**src/rtl/uart_pkg.sv**
```systemverilog
// uart_pkg: shared UART byte/word widths and byte-lane helpers for the rx packer and tx unpacker.
package uart_pkg;
  localparam int UART_BYTE_W = 8;
  localparam int UART_WORD_W = 32;
  localparam int UART_BYTES_PER_WORD = 4;
  typedef logic [UART_WORD_W-1:0] uart_word_t;
  typedef logic [UART_BYTE_W-1:0] uart_byte_t;
  function automatic uart_word_t set_lane(input uart_word_t w, input logic [1:0] k, input uart_byte_t b);
    uart_word_t r;
    r = w;
    r[int'(k)*UART_BYTE_W +: UART_BYTE_W] = b;
    return r;
  endfunction
  function automatic uart_byte_t get_lane(input uart_word_t w, input logic [1:0] k);
    return w[int'(k)*UART_BYTE_W +: UART_BYTE_W];
  endfunction
endpackage

```
**src/rtl/uart_word_fifo.sv**
```systemverilog
// uart_word_fifo: first-word-fall-through FIFO; head reads as zero while empty.
module uart_word_fifo #(
  parameter int DEPTH = 8,
  parameter int WIDTH = 32,
  localparam int AW = $clog2(DEPTH),
  localparam int CW = AW + 1
) (
  input  logic             clock,
  input  logic             reset,
  input  logic             push,
  input  logic             pop,
  input  logic             flush,
  input  logic [WIDTH-1:0] din,
  output logic             full,
  output logic             empty,
  output logic [CW-1:0]    count,
  output logic [WIDTH-1:0] head
);
  logic [WIDTH-1:0] mem [DEPTH];
  logic [AW-1:0] wr_ptr, rd_ptr;
  logic wr, rd;
  // A push into a full FIFO is accepted only when a pop frees the slot in the same cycle
  assign wr = push && (!full || pop);
  assign rd = pop && !empty;
  assign full = count == CW'(DEPTH);
  assign empty = count == '0;
  assign head = empty ? '0 : mem[rd_ptr];
  always_ff @(posedge clock or posedge reset)
    if (reset) begin
      wr_ptr <= '0;
      rd_ptr <= '0;
      count <= '0;
    end else if (flush) begin
      wr_ptr <= '0;
      rd_ptr <= '0;
      count <= '0;
    end else begin
      if (wr) wr_ptr <= wr_ptr + AW'(1);
      if (rd) rd_ptr <= rd_ptr + AW'(1);
      count <= count + CW'(wr) - CW'(rd);
    end
  always_ff @(posedge clock)
    if (wr) mem[wr_ptr] <= din;
endmodule

```
**src/rtl/uart_rx_word_packer.sv**
```systemverilog
// uart_rx_word_packer: packs received UART bytes little-endian into 32-bit words and queues them.
module uart_rx_word_packer
  import uart_pkg::*;
#(
  parameter int DEPTH = 8,
  parameter int TIMEOUT = 1024,
  parameter int TO_W = 11,
  localparam int CW = $clog2(DEPTH) + 1
) (
  input  logic                   clock,
  input  logic                   reset,
  input  logic                   wb_flag,
  input  logic [UART_BYTE_W-1:0] wb_data,
  input  logic                   rd_en,
  input  logic                   flush,
  output logic [UART_WORD_W-1:0] rd_data,
  output logic                   rd_valid,
  output logic [CW-1:0]          count,
  output logic                   overflow,
  output logic [1:0]             byte_phase
);
  localparam int PART_W = UART_WORD_W - UART_BYTE_W;
  logic [PART_W-1:0] part;
  logic [TO_W-1:0] tcnt;
  uart_word_t word;
  logic full, empty, push, pop, expire;
  always_comb begin
    word = set_lane({{UART_BYTE_W{1'b0}}, part}, byte_phase, wb_data);
    push = !flush && wb_flag && byte_phase == 2'd3;
    pop = !flush && rd_en && !empty;
    expire = TIMEOUT != 0 && !wb_flag && byte_phase != 2'd0 && tcnt == TO_W'(TIMEOUT - 1);
  end
  assign rd_valid = !empty;
  always_ff @(posedge clock or posedge reset)
    if (reset) begin
      byte_phase <= '0;
      part <= '0;
      tcnt <= '0;
      overflow <= 1'b0;
    end else if (flush) begin
      byte_phase <= '0;
      part <= '0;
      tcnt <= '0;
      overflow <= 1'b0;
    end else begin
      if (wb_flag) begin
        byte_phase <= byte_phase + 2'd1;
        part <= word[PART_W-1:0];
      end else if (expire) begin
        byte_phase <= '0;
        part <= '0;
      end
      tcnt <= (wb_flag || byte_phase == 2'd0 || expire) ? '0 : tcnt + TO_W'(1);
      if (push && full && !pop) overflow <= 1'b1;
    end
  uart_word_fifo #(.DEPTH(DEPTH), .WIDTH(UART_WORD_W)) u_fifo (
    .clock(clock),
    .reset(reset),
    .push(push),
    .pop(pop),
    .flush(flush),
    .din(word),
    .full(full),
    .empty(empty),
    .count(count),
    .head(rd_data)
  );
endmodule
```
**config.mk**
```make
export PLATFORM = sky130hd
export DESIGN_NAME = uart_rx_word_packer
export DESIGN_NICKNAME = d
export VERILOG_FILES = /design/src/rtl/uart_pkg.sv /design/src/rtl/uart_word_fifo.sv /design/src/rtl/uart_rx_word_packer.sv
export SDC_FILE = /design/constraint.sdc
export NUM_CORES = 1
export LEC_CHECK = 0
export BUFFER_PORTS_ARGS = -buffer_cell sky130_fd_sc_hd__buf_2
export CAP_MARGIN = 20
export CORE_MARGIN = 1
export CORE_UTILIZATION = 66
export DETAILED_ROUTE_END_ITERATION = 10
export PLACE_DENSITY_LB_ADDON = 0.08
export SETUP_SLACK_MARGIN = 0.4
export SLEW_MARGIN = 15
export SYNTH_ARGS = -nofsm -noshare
export SYNTH_HDL_FRONTEND = slang
export SYNTH_SLANG_ARGS = --single-unit
```
**constraint.sdc**
```tcl
create_clock -name clock -period 12 [get_ports clock]
set_input_delay 2.4 -clock clock [delete_from_list [all_inputs] [get_ports clock]]
set_output_delay 2.4 -clock clock [all_outputs]
set_load 0.01 [all_outputs]
```
==> results of run 1 <==
kinds of logic after synthesis:
group / synth area share, %
xor+xnor: 0.853
fa+ha+maj: 1.68
buf+inv: 2.59
compound gates: 3.66
mux: 14.6
simple gates: 4.55
flops: 72.1
report_power, final:
group	switching [mW]	total (mW)	internal, mW
clock	0.376	0.945	0.568
combinational	0.266	0.518	0.253
sequential	0.0292	1.18	1.15
total	0.671	2.64	1.97
cell usage after synthesis (all sizes together), types with 2 or more instances:
cell type,number
a21oi,2
a22o,17
a2bb2oi,8
a31oi,2
and2,9
and3,3
buf,12
clkbuf,20
dfrtp,48
edfxtp,256
ha,15
inv,45
mux2,2
mux2i,33
mux4,64
nand2,23
nand2b,3
nand3,4
nand4,2
nor2,54
nor2b,3
nor3,5
nor3b,5
o21ai,18
o2bb2ai,8
or3,2
xnor2,8
xor2,4
final cells by class:
class,count,share of cell area [%]
Timing Repair Buffer,72,3.30
Clock inverter,9,0.518
Sequential cell,304,63.5
Tap cell,229,2.04
Clock buffer,47,6.84
Multi-Input combinational cell,304,22.6
Inverter,45,1.21
worst max path at each step:
| stage | slack (ns) | endpoint | from | depth (start not counted) |
|---|---|---|---|---|
| after CTS | 6.40 | rd_data[0] | u_fifo.rd_ptr[0] | 5 |
| final | 6.51 | rd_data[0] | u_fifo.rd_ptr[0] | 5 |
| after detailed placement | 7.00 | rd_data[23] | u_fifo.rd_ptr[0] | 5 |
| after floorplan | 5.74 | u_fifo.mem[4][0] | flush | 4 |
| after global placement | 6.87 | u_fifo.mem[6][7] | flush | 5 |
| after global routing | 6.25 | rd_data[1] | u_fifo.rd_ptr[0] | 5 |
state kept, by name (all words and copies together) (netlist names):
name,flops
u_fifo.mem,256
part,24
tcnt,11
u_fifo.count,4
u_fifo.rd_ptr,3
u_fifo.wr_ptr,3
byte_phase,2
overflow,1
metal layers:
metal  track usage [%]  part of all wire, %  vias to the layer above
met3              4.63                  5.9                       47
met5                 0                    0                        -
li1                  -                    -                     2793
met4              7.95                  2.3                        0
met2              44.3                   51                      223
met1              36.0                   41                     3334
critical path: stages (launching register included):
cell	delay (ns)
dfrtp_4	0.69
buf_4	0.80
mux4_2	0.61
mux2i_1	0.16
nor2_1	0.06
buf_2	0.18
through the flow:
step	hold WS, ns	setup slack [ns]	instances	total power [mW]
after global placement	0.471	6.87	951	1.71
after floorplan	0.456	5.74	685	1.57
after global routing	0.523	6.25	1010	2.74
after detailed placement	0.475	7.00	953	1.72
after CTS	0.496	6.40	1009	2.66
final	0.500	6.51	1010	2.64
==> reports/qor.yml, run 1 <==
run_status:
  status: "complete, but fails checks"
  violations: "design-rule violations"
cells_and_area:
  fill_cells: 1016
  final_cell_mix: "edfxtp_1, mux4_2, nor2_1, buf_2, dfrtp_1"
  drive_above_1_share_pct: 26.5
  stdcell_area_mm2: 0.0140
  regArea_mm2: 0.00889
  final_common_cell: "edfxtp_1"
  final_core_util_pct: 77.2
  area_growth_pct: 13.7
  multi_input_area_mm2: 0.00317
  finalNetCount: 786
  diodes: 0
synth:
  yosysTopAreaCellShare_pct: 62.4
  yosysUniqueCellTypes: 43
  synth_flop_cell: "edfxtp_1"
  synth_seq_area_share_pct: 72.1
  ys_warn_count: 0
  synthCells: 685
  syn_area_mm2: 0.0123
  netlist_top_cells_area: "edfxtp_1, mux4_2, dfrtp_1, mux2i_1, nor2_1"
  synth_edf_count: 256
  async_flop_share_pct: 15.8
  yosys.area.top_type: "edfxtp_1"
  avgSynthCellArea_um2: 18.0
  synth_seq_cells: 304
  syn-num-nets: 714
setup_path:
  cp_max_fo: 46
  r2r_end: "u_fifo.count[2]"
  crit_arrival_ns: 3.09
  crit_path_end_kind: "primary output"
  start_kind: "flop"
  ff2ff_setup_slack_ns: 8.93
  crit_required_ns: 9.60
  path_class: "flop to primary output"
  r2r-start: "u_fifo.count[1]"
  worstRegToRegCells: 9
pwr:
  power_density_mw_per_mm2: 189
  peakVddDrop_mv: 0.164
  p_leak_nw: 4.92
min_path:
  hold_path.startpoint: "part[5]"
  hp-class: "flop to flop"
  whs_path_depth: 1
  holdPathEnd: "part[5]"
floorplanning:
  core-area_mm2: 0.0181
  fp.dieH_um: 139
  die_x_um: 139
  die-area_mm2: 0.0192
  initial_core_util_pct: 67.9
  placementRows: 49
  io_pins: 53
placed_design:
  place_area_mm2: 0.0130
  gp_congestion: 0.825
  hpwl_um: 14500
  portBuffers: 52
clock_network:
  cts_buffer_depth: 3
  numClockSinks: 304
  cts_tree: "done"
  clock-root-buffer: "clkbuf_16"
  clk_pin_slew_ns: 0.06
  cts_setup_buffers: 0
  cts_resized: 0
  holdBufCountCts: 0
  h-tree-depth: 1
  clkLatencyLatePin_ns: 0.54
  numCtsBuffers: 30
timing:
  finalCriticalPeriod_ns: 5.49
  worstMarginPinSlew_ns: 1.12
  clock_skew_ns: 0.0114
  post-route-period-util_pct: 45.8
  maxSlewViolCount: 0
  grt_setup_unrepaired: "no"
  tns_ns: 0
  max_freq_mhz: 182
  setup_viol: 0
  final-hold-violation-count: 0
  slew_headroom_pct: 25.1
routing:
  avgViaCountPerCell: 6.33
  wirelength_um: 24300
  first_pass_iters: 8
  vias: 6397
  route.detailed.drc: 8
  drt_iter0_markers: 468
  ant_nets: 0
  wire_per_inst_um: 24.1
grt:
  antenna_found_initial: 0
  grt_pass1_vias: 6732
  grt_usage_pct: 26.3
  grt_pass1_wl_um: 37700
  grt_max_degree: 51
  grt-ovfl-total: 0
flow_run:
  max_cap_viol_count: 0
Power figures use the tool's default switching activity.
==> inputs of run 2 (changes only) <==
--- a/config.mk
+++ b/config.mk
@@ -8,7 +8,7 @@
 export BUFFER_PORTS_ARGS = -buffer_cell sky130_fd_sc_hd__buf_2
 export CAP_MARGIN = 20
 export CORE_MARGIN = 1
-export CORE_UTILIZATION = 66
+export CORE_UTILIZATION = 61
 export DETAILED_ROUTE_END_ITERATION = 10
 export PLACE_DENSITY_LB_ADDON = 0.08
 export SETUP_SLACK_MARGIN = 0.4
==> constraint.sdc (replaced) <==
create_clock -name clock -period 5.6 [get_ports clock]
set_input_delay 1.12 -clock clock [delete_from_list [all_inputs] [get_ports clock]]
set_output_delay 1.12 -clock clock [all_outputs]
set_load 0.01 [all_outputs]
==> run 2 against run 1 <==
Compared with the run above:
- the run now ends clean
- setup slack worse by 5.1 ns
- via count shrank 2.5%
- sequential power increased by 120%
- critical path depth unchanged
- global-route usage shrank 2.4 points
- largest cell class unchanged
==> reports/qor.yml, run 2 (synthesis gave the netlist of run 1 again) <==
run_status:
  status: "completed"
timing:
  slew_headroom_pct: 24.0  # -1.2 points
  clock_skew_ns: 0.0170  # +0.00560 ns
  final-hold-violation-count: 0  # unchanged
  finalCriticalPeriod_ns: 4.21
  finalWorstSetupSlack_ns: 1.39  # -5.12 ns
  setup_viol: 0  # unchanged
  worstMarginPinSlew_ns: 1.14  # +0.0174 ns
  post-route-period-util_pct: 75.2
  maxSlewViolCount: 0  # unchanged
  grt_setup_unrepaired: "no"
  tns_ns: 0  # unchanged
  max_freq_mhz: 238
grt:
  grt_pass1_vias: 6517  # -3.2%
  grt_max_degree: 50  # -2.0%
  antenna_found_initial: 0  # unchanged
  grt-ovfl-total: 0  # unchanged
  grt_pass1_wl_um: 36500  # -3.2%
  grt_usage_pct: 24.0  # -2.4 points
setup_path:
  cp_top_family: "flip-flops"
  r2r-start: "u_fifo.count[1]"
  critPathSlowestCell: "dfrtp_4"
  crit_arrival_ns: 3.09  # about the same
  crit_required_ns: 4.48  # -5.12 ns
  start_kind: "flop"
  ff2ff_setup_slack_ns: 2.27  # -6.66 ns
  crit_chain: "buf_4 -> mux4_2 -> mux2i_1 -> nor2_1 -> buf_2"
  slowest_delay_ns: 1.09  # +0.29 ns
  critPathLaunch: "u_fifo.rd_ptr[0]"
  path_class: "flop to primary output"
  crit_path_end_kind: "primary output"
  cp_max_fo: 49  # +6.5%
  worstSetupEndpoint: "rd_data[26]"
  cp.depth: 5  # unchanged
  worstRegToRegCells: 10  # +1
  path_buf_inv: 2  # unchanged
  r2r_end: "u_fifo.count[2]"
cells_and_area:
  drive_above_1_share_pct: 25.6  # -0.86 points
  top_regs: "u_fifo.mem x256, part x24, tcnt x11"
  final_common_cell: "edfxtp_1"
  finalNetCount: 783  # -0.38%
  final_core_util_pct: 71.1  # -6.1 points
  final_cell_mix: "edfxtp_1, mux4_2, nor2_1, buf_2, dfrtp_1"
  fin_cells: 1041  # +3.1%
  top_register: "u_fifo.mem"
  diodes: 0  # unchanged
  largest_reg_flops: 256  # unchanged
  area_growth_pct: 13.4
routing:
  ant_nets: 0  # unchanged
  route.detailed.drc: 0  # -8
  wirelength_um: 23700  # -2.5%
  avgViaCountPerCell: 5.99  # -5.4%
  vias: 6238  # -2.5%
  drt_iter0_markers: 421  # -10%
  first_pass_iters: 4  # -4
  wire_per_inst_um: 22.8  # -5.4%
placed_design:
  portBuffers: 52  # unchanged
  gp_congestion: 0.824  # about the same
  hpwl_um: 14000  # -3.4%
  place_ws_ns: 1.83  # -5.17 ns
  placed_cells: 984  # +3.3%
floorplanning:
  placementRows: 51  # +4.1%
  die-area_mm2: 0.0208  # +8.1%
  fp.dieH_um: 144  # +4.0%
  die_x_um: 144  # +4.0%
  initial_core_util_pct: 62.7  # -5.2 points
  io_pins: 53  # unchanged
  core-area_mm2: 0.0197  # +8.3%
clock_network:
  cts_resized: 0  # unchanged
  cts_tree: "done"
  numClockSinks: 304  # unchanged
  cts_buffer_depth: 3  # unchanged
  holdBufCountCts: 0  # unchanged
  clk_pin_slew_ns: 0.06  # about the same
  numCtsBuffers: 30  # unchanged
  clock-root-buffer: "clkbuf_16"
  cts_setup_buffers: 0  # unchanged
  clkLatencyLatePin_ns: 0.55  # about the same
  h-tree-depth: 1  # unchanged
pwr:
  p_comb_share_pct: 18.7  # -0.9 points
  power_frac_seq_pct: 46.3  # +1.7 points
  peakVddDrop_mv: 0.342  # +110%
  clock_power_share_pct: 35.1  # -0.7 points
  p_total_mw: 5.60  # +110%
  p_sw_mw: 1.44  # +110%
  power_density_mw_per_mm2: 400  # +110%
  p_int_mw: 4.15  # +110%
  swShare_pct: 25.8  # +0.37 points
  p_leak_nw: 4.86  # -1.2%
flow_run:
  max_cap_viol_count: 0  # unchanged
min_path:
  hp-class: "flop to flop"
run 2: routing by layer:
metal | global-route usage [%] | routed length [um] | up-vias
met5 | 0 | 0 | -
met4 | 4.65 | 328 | 0
met3 | 4.04 | 1370 | 26
met2 | 41.9 | 12100 | 175
met1 | 32.2 | 9880 | 3255
li1 | - | - | 2782
run 2: power by group through the flow:
stage / sequential [mW] / combinational [mW] / clock [mW]
after floorplan: 2.53 / 0.847 / 0
after global placement: 2.64 / 1.03 / 0
after detailed placement: 2.64 / 1.06 / 0
after CTS: 2.60 / 1.06 / 1.99
after global routing: 2.61 / 1.15 / 2.07
final: 2.59 / 1.04 / 1.96
run 2: worst min-delay path by stage:
stage / from / depth (start not counted) / endpoint
after floorplan: part[0] / 1 / part[0]
after global placement: part[7] / 1 / part[7]
after detailed placement: part[6] / 1 / part[6]
after CTS: part[6] / 1 / part[6]
after global routing: part[4] / 1 / part[4]
final: part[6] / 1 / part[6]
run 2: worst register-to-register path, stage by stage (launching register included):
cell	delay (ns)
dfrtp_1	0.42
nor2_1	0.30
and2_1	0.71
buf_4	0.44
nor3b_1	0.15
ha_1	0.30
inv_1	0.04
ha_1	0.22
fa_1	0.40
xnor2_1	0.18
nor2_1	0.06
run 2: area by class of cell:
| type | instances | area (um2) |
|---|---|---|
| sequential | 304 | 8890 |
| fill | 1257 | 5680 |
| multi-input combinational | 304 | 3170 |
| clock buffer | 39 | 846 |
| timing repair buffer | 69 | 438 |
| tap | 265 | 332 |
| inverter | 45 | 169 |
| clock inverter | 15 | 129 |
run 2: stage by stage:
step	cell area (um2)	hold slack (ns)
CTS	13900	0.491
global placement	12900	0.471
finish	14000	0.495
floorplan	12300	0.456
detailed placement	12900	0.478
global route	14000	0.515
==> inputs of run 3 (changes only) <==
--- a/config.mk
+++ b/config.mk
@@ -8,7 +8,7 @@
 export BUFFER_PORTS_ARGS = -buffer_cell sky130_fd_sc_hd__buf_2
 export CAP_MARGIN = 20
 export CORE_MARGIN = 1
-export CORE_UTILIZATION = 61
+export CORE_UTILIZATION = 55
 export DETAILED_ROUTE_END_ITERATION = 10
 export PLACE_DENSITY_LB_ADDON = 0.08
 export SETUP_SLACK_MARGIN = 0.4
==> constraint.sdc (replaced) <==
create_clock -name clock -period 3.4 [get_ports clock]
set_input_delay 0.68 -clock clock [delete_from_list [all_inputs] [get_ports clock]]
set_output_delay 0.68 -clock clock [all_outputs]
set_load 0.01 [all_outputs]
==> run 3 against run 2 <==
Compared with the run above:
- sequential power up 58%
- global-route usage shrank 1.0 points
- setup slack worse by 0.93 ns
- cell count rose by 3.6%
- non-clock buffer count rose by 20
- sequential share of layout area decreased by 2.0 points
- register-to-register slack got worse by 1.6 ns
- flip-flop and latch count did not move
- utilization is 5.2 points lower
- via count is 3.7% higher
- worst hold slack got worse by 0.34 ns
- cell area up 3.3%
- critical endpoint is now rd_data[19]
- largest power group unchanged
==> reports/qor.yml, run 3 (synthesis gave the netlist of run 1 again) <==
cells_and_area:
  top_regs: "u_fifo.mem x256, part x24, tcnt x11"
  finalNetCount: 803  # +2.6%
  diodes: 0  # unchanged
  stdcell_area_mm2: 0.0144  # +3.3%
  drive_above_1_share_pct: 27.9  # +2.3 points
  fin_cells: 1078  # +3.6%
  largest_reg_flops: 256  # unchanged
  final_cell_mix: "edfxtp_1, mux4_2, buf_2"
  multi_input_area_mm2: 0.00322  # +1.5%
  top_register: "u_fifo.mem"
  final_common_cell: "edfxtp_1"
  fill_cells: 1498  # +19%
  final_core_util_pct: 66.0  # -5.2 points
  area_growth_pct: 17.2
  regArea_mm2: 0.00889  # unchanged
timing:
  finalWorstSetupSlack_ns: 0.456  # -0.935 ns
  clock_skew_ns: 0.0129  # -0.00404 ns
  slew_headroom_pct: 25.8  # +1.8 points
  worstMarginPinSlew_ns: 1.10  # -0.0391 ns
  grt_setup_unrepaired: "no"
  post-route-period-util_pct: 86.6
  tns_ns: 0  # unchanged
  setup_viol: 0  # unchanged
  finalCriticalPeriod_ns: 2.94
  maxSlewViolCount: 0  # unchanged
  max_freq_mhz: 340
  final-hold-violation-count: 0  # unchanged
  hold_ws_ns: 0.158  # -0.337 ns
routing:
  first_pass_iters: 5  # +1
  avgViaCountPerCell: 6.00  # +0.13%
  wirelength_um: 26100  # +10%
  ant_nets: 0  # unchanged
  wire_per_inst_um: 24.2  # +6.4%
  route.detailed.drc: 0  # unchanged
  drt_iter0_markers: 527  # +25%
  vias: 6468  # +3.7%
placed_design:
  place_area_mm2: 0.0131  # +1.6%
  hpwl_um: 15800  # +13%
  place_ws_ns: 0.438  # -1.40 ns
  placed_cells: 1010  # +2.6%
  portBuffers: 52  # unchanged
  gp_congestion: 0.770  # -6.6%
clock_network:
  clock-root-buffer: "clkbuf_16"
  cts_buffer_depth: 3  # unchanged
  numClockSinks: 304  # unchanged
  clkLatencyLatePin_ns: 0.54  # about the same
  holdBufCountCts: 0  # unchanged
  numCtsBuffers: 30  # unchanged
  cts_tree: "done"
  h-tree-depth: 1  # unchanged
  clk_pin_slew_ns: 0.06  # about the same
floorplanning:
  fp.dieH_um: 152  # +5.2%
  die_x_um: 152  # +5.2%
  io_pins: 53  # unchanged
  core-area_mm2: 0.0219  # +11%
  initial_core_util_pct: 56.3  # -6.4 points
  die-area_mm2: 0.0230  # +11%
  placementRows: 54  # +5.9%
setup_path:
  cp_max_fo: 13  # -73%
  crit_required_ns: 2.72  # -1.76 ns
  crit_arrival_ns: 2.26  # -0.83 ns
  crit_path_end_kind: "primary output"
  start_kind: "flop"
  path_class: "flop to primary output"
pwr:
  power_density_mw_per_mm2: 685  # +71%
  clock_power_share_pct: 36.2  # +1.1 points
  p_sw_mw: 2.50  # +73%
  p_leak_nw: 5.06  # +4.1%
  p_total_mw: 9.89  # +77%
  p_int_mw: 7.39  # +78%
  peakVddDrop_mv: 0.476  # +39%
  swShare_pct: 25.2  # -0.51 points
  p_comb_share_pct: 22.4  # +3.7 points
  power_frac_seq_pct: 41.4  # -4.9 points
min_path:
  hp-class: "input port to async pin"
grt:
  grt-ovfl-total: 0  # unchanged
  grt_max_degree: 49  # -2.0%
  grt_usage_pct: 23.0  # -1.0 points
  grt_pass1_wl_um: 38300  # +4.9%
  grt_pass1_vias: 6631  # +1.7%
  antenna_found_initial: 3  # +3
flow_run:
  max_cap_viol_count: 0  # unchanged
run_status:
  status: "completed"
## run 3: final timing paths
path | start | to | slack (ns) | cells past startpoint
max | u_fifo.rd_ptr[0] | rd_data[19] | 0.46 | 6
min | reset | tcnt[1] | 0.16 | 2
max reg2reg | u_fifo.count[2] | u_fifo.mem[4][12] | 0.66 | 7
min reg2reg | part[5] | part[5] | 0.49 | 1
max in group asynchronous | reset | part[5] | 2.72 | 3
min in group clock | part[5] | part[5] | 0.49 | 1
## run 3: power groups by stage
stage / clock, mW / sequential, mW / combinational, mW
after detailed placement: 0 / 4.18 / 2.01
final: 3.58 / 4.09 / 2.22
after global placement: 0 / 4.17 / 1.98
after CTS: 3.64 / 4.10 / 2.03
after floorplan: 0 / 4.16 / 1.39
after global routing: 3.75 / 4.10 / 2.42
## run 3: metal layers
layer	global-route usage, %	share of wire (%)	routed length [um]
met2	36.9	48	12500
met3	3.23	5.8	1520
met1	33.3	44	11500
met4	6.09	2.2	571
met5	0	0	0
## run 3: timing repair
action / in CTS / in global routing
gates cloned: 0 / 5
endpoints found under the setup margin: 5 / 57
setup buffers: 0 / 3
gates resized for setup: 2 / 3
## run 3: layout make-up
type	count	share of cell area [%]
Clock buffer	37	5.67
Clock inverter	19	1.90
Inverter	45	1.17
Multi-Input combinational cell	304	22.3
Sequential cell	304	61.6
Tap cell	280	2.43
Timing Repair Buffer	89	4.96
## run 3: worst max-delay path, stage by stage (launching register included)
cell     delay, ns
dfrtp_4       0.44
buf_4         0.14
buf_16        0.16
mux4_2        0.55
mux2i_4       0.20
nor2_1        0.07
buf_2         0.15
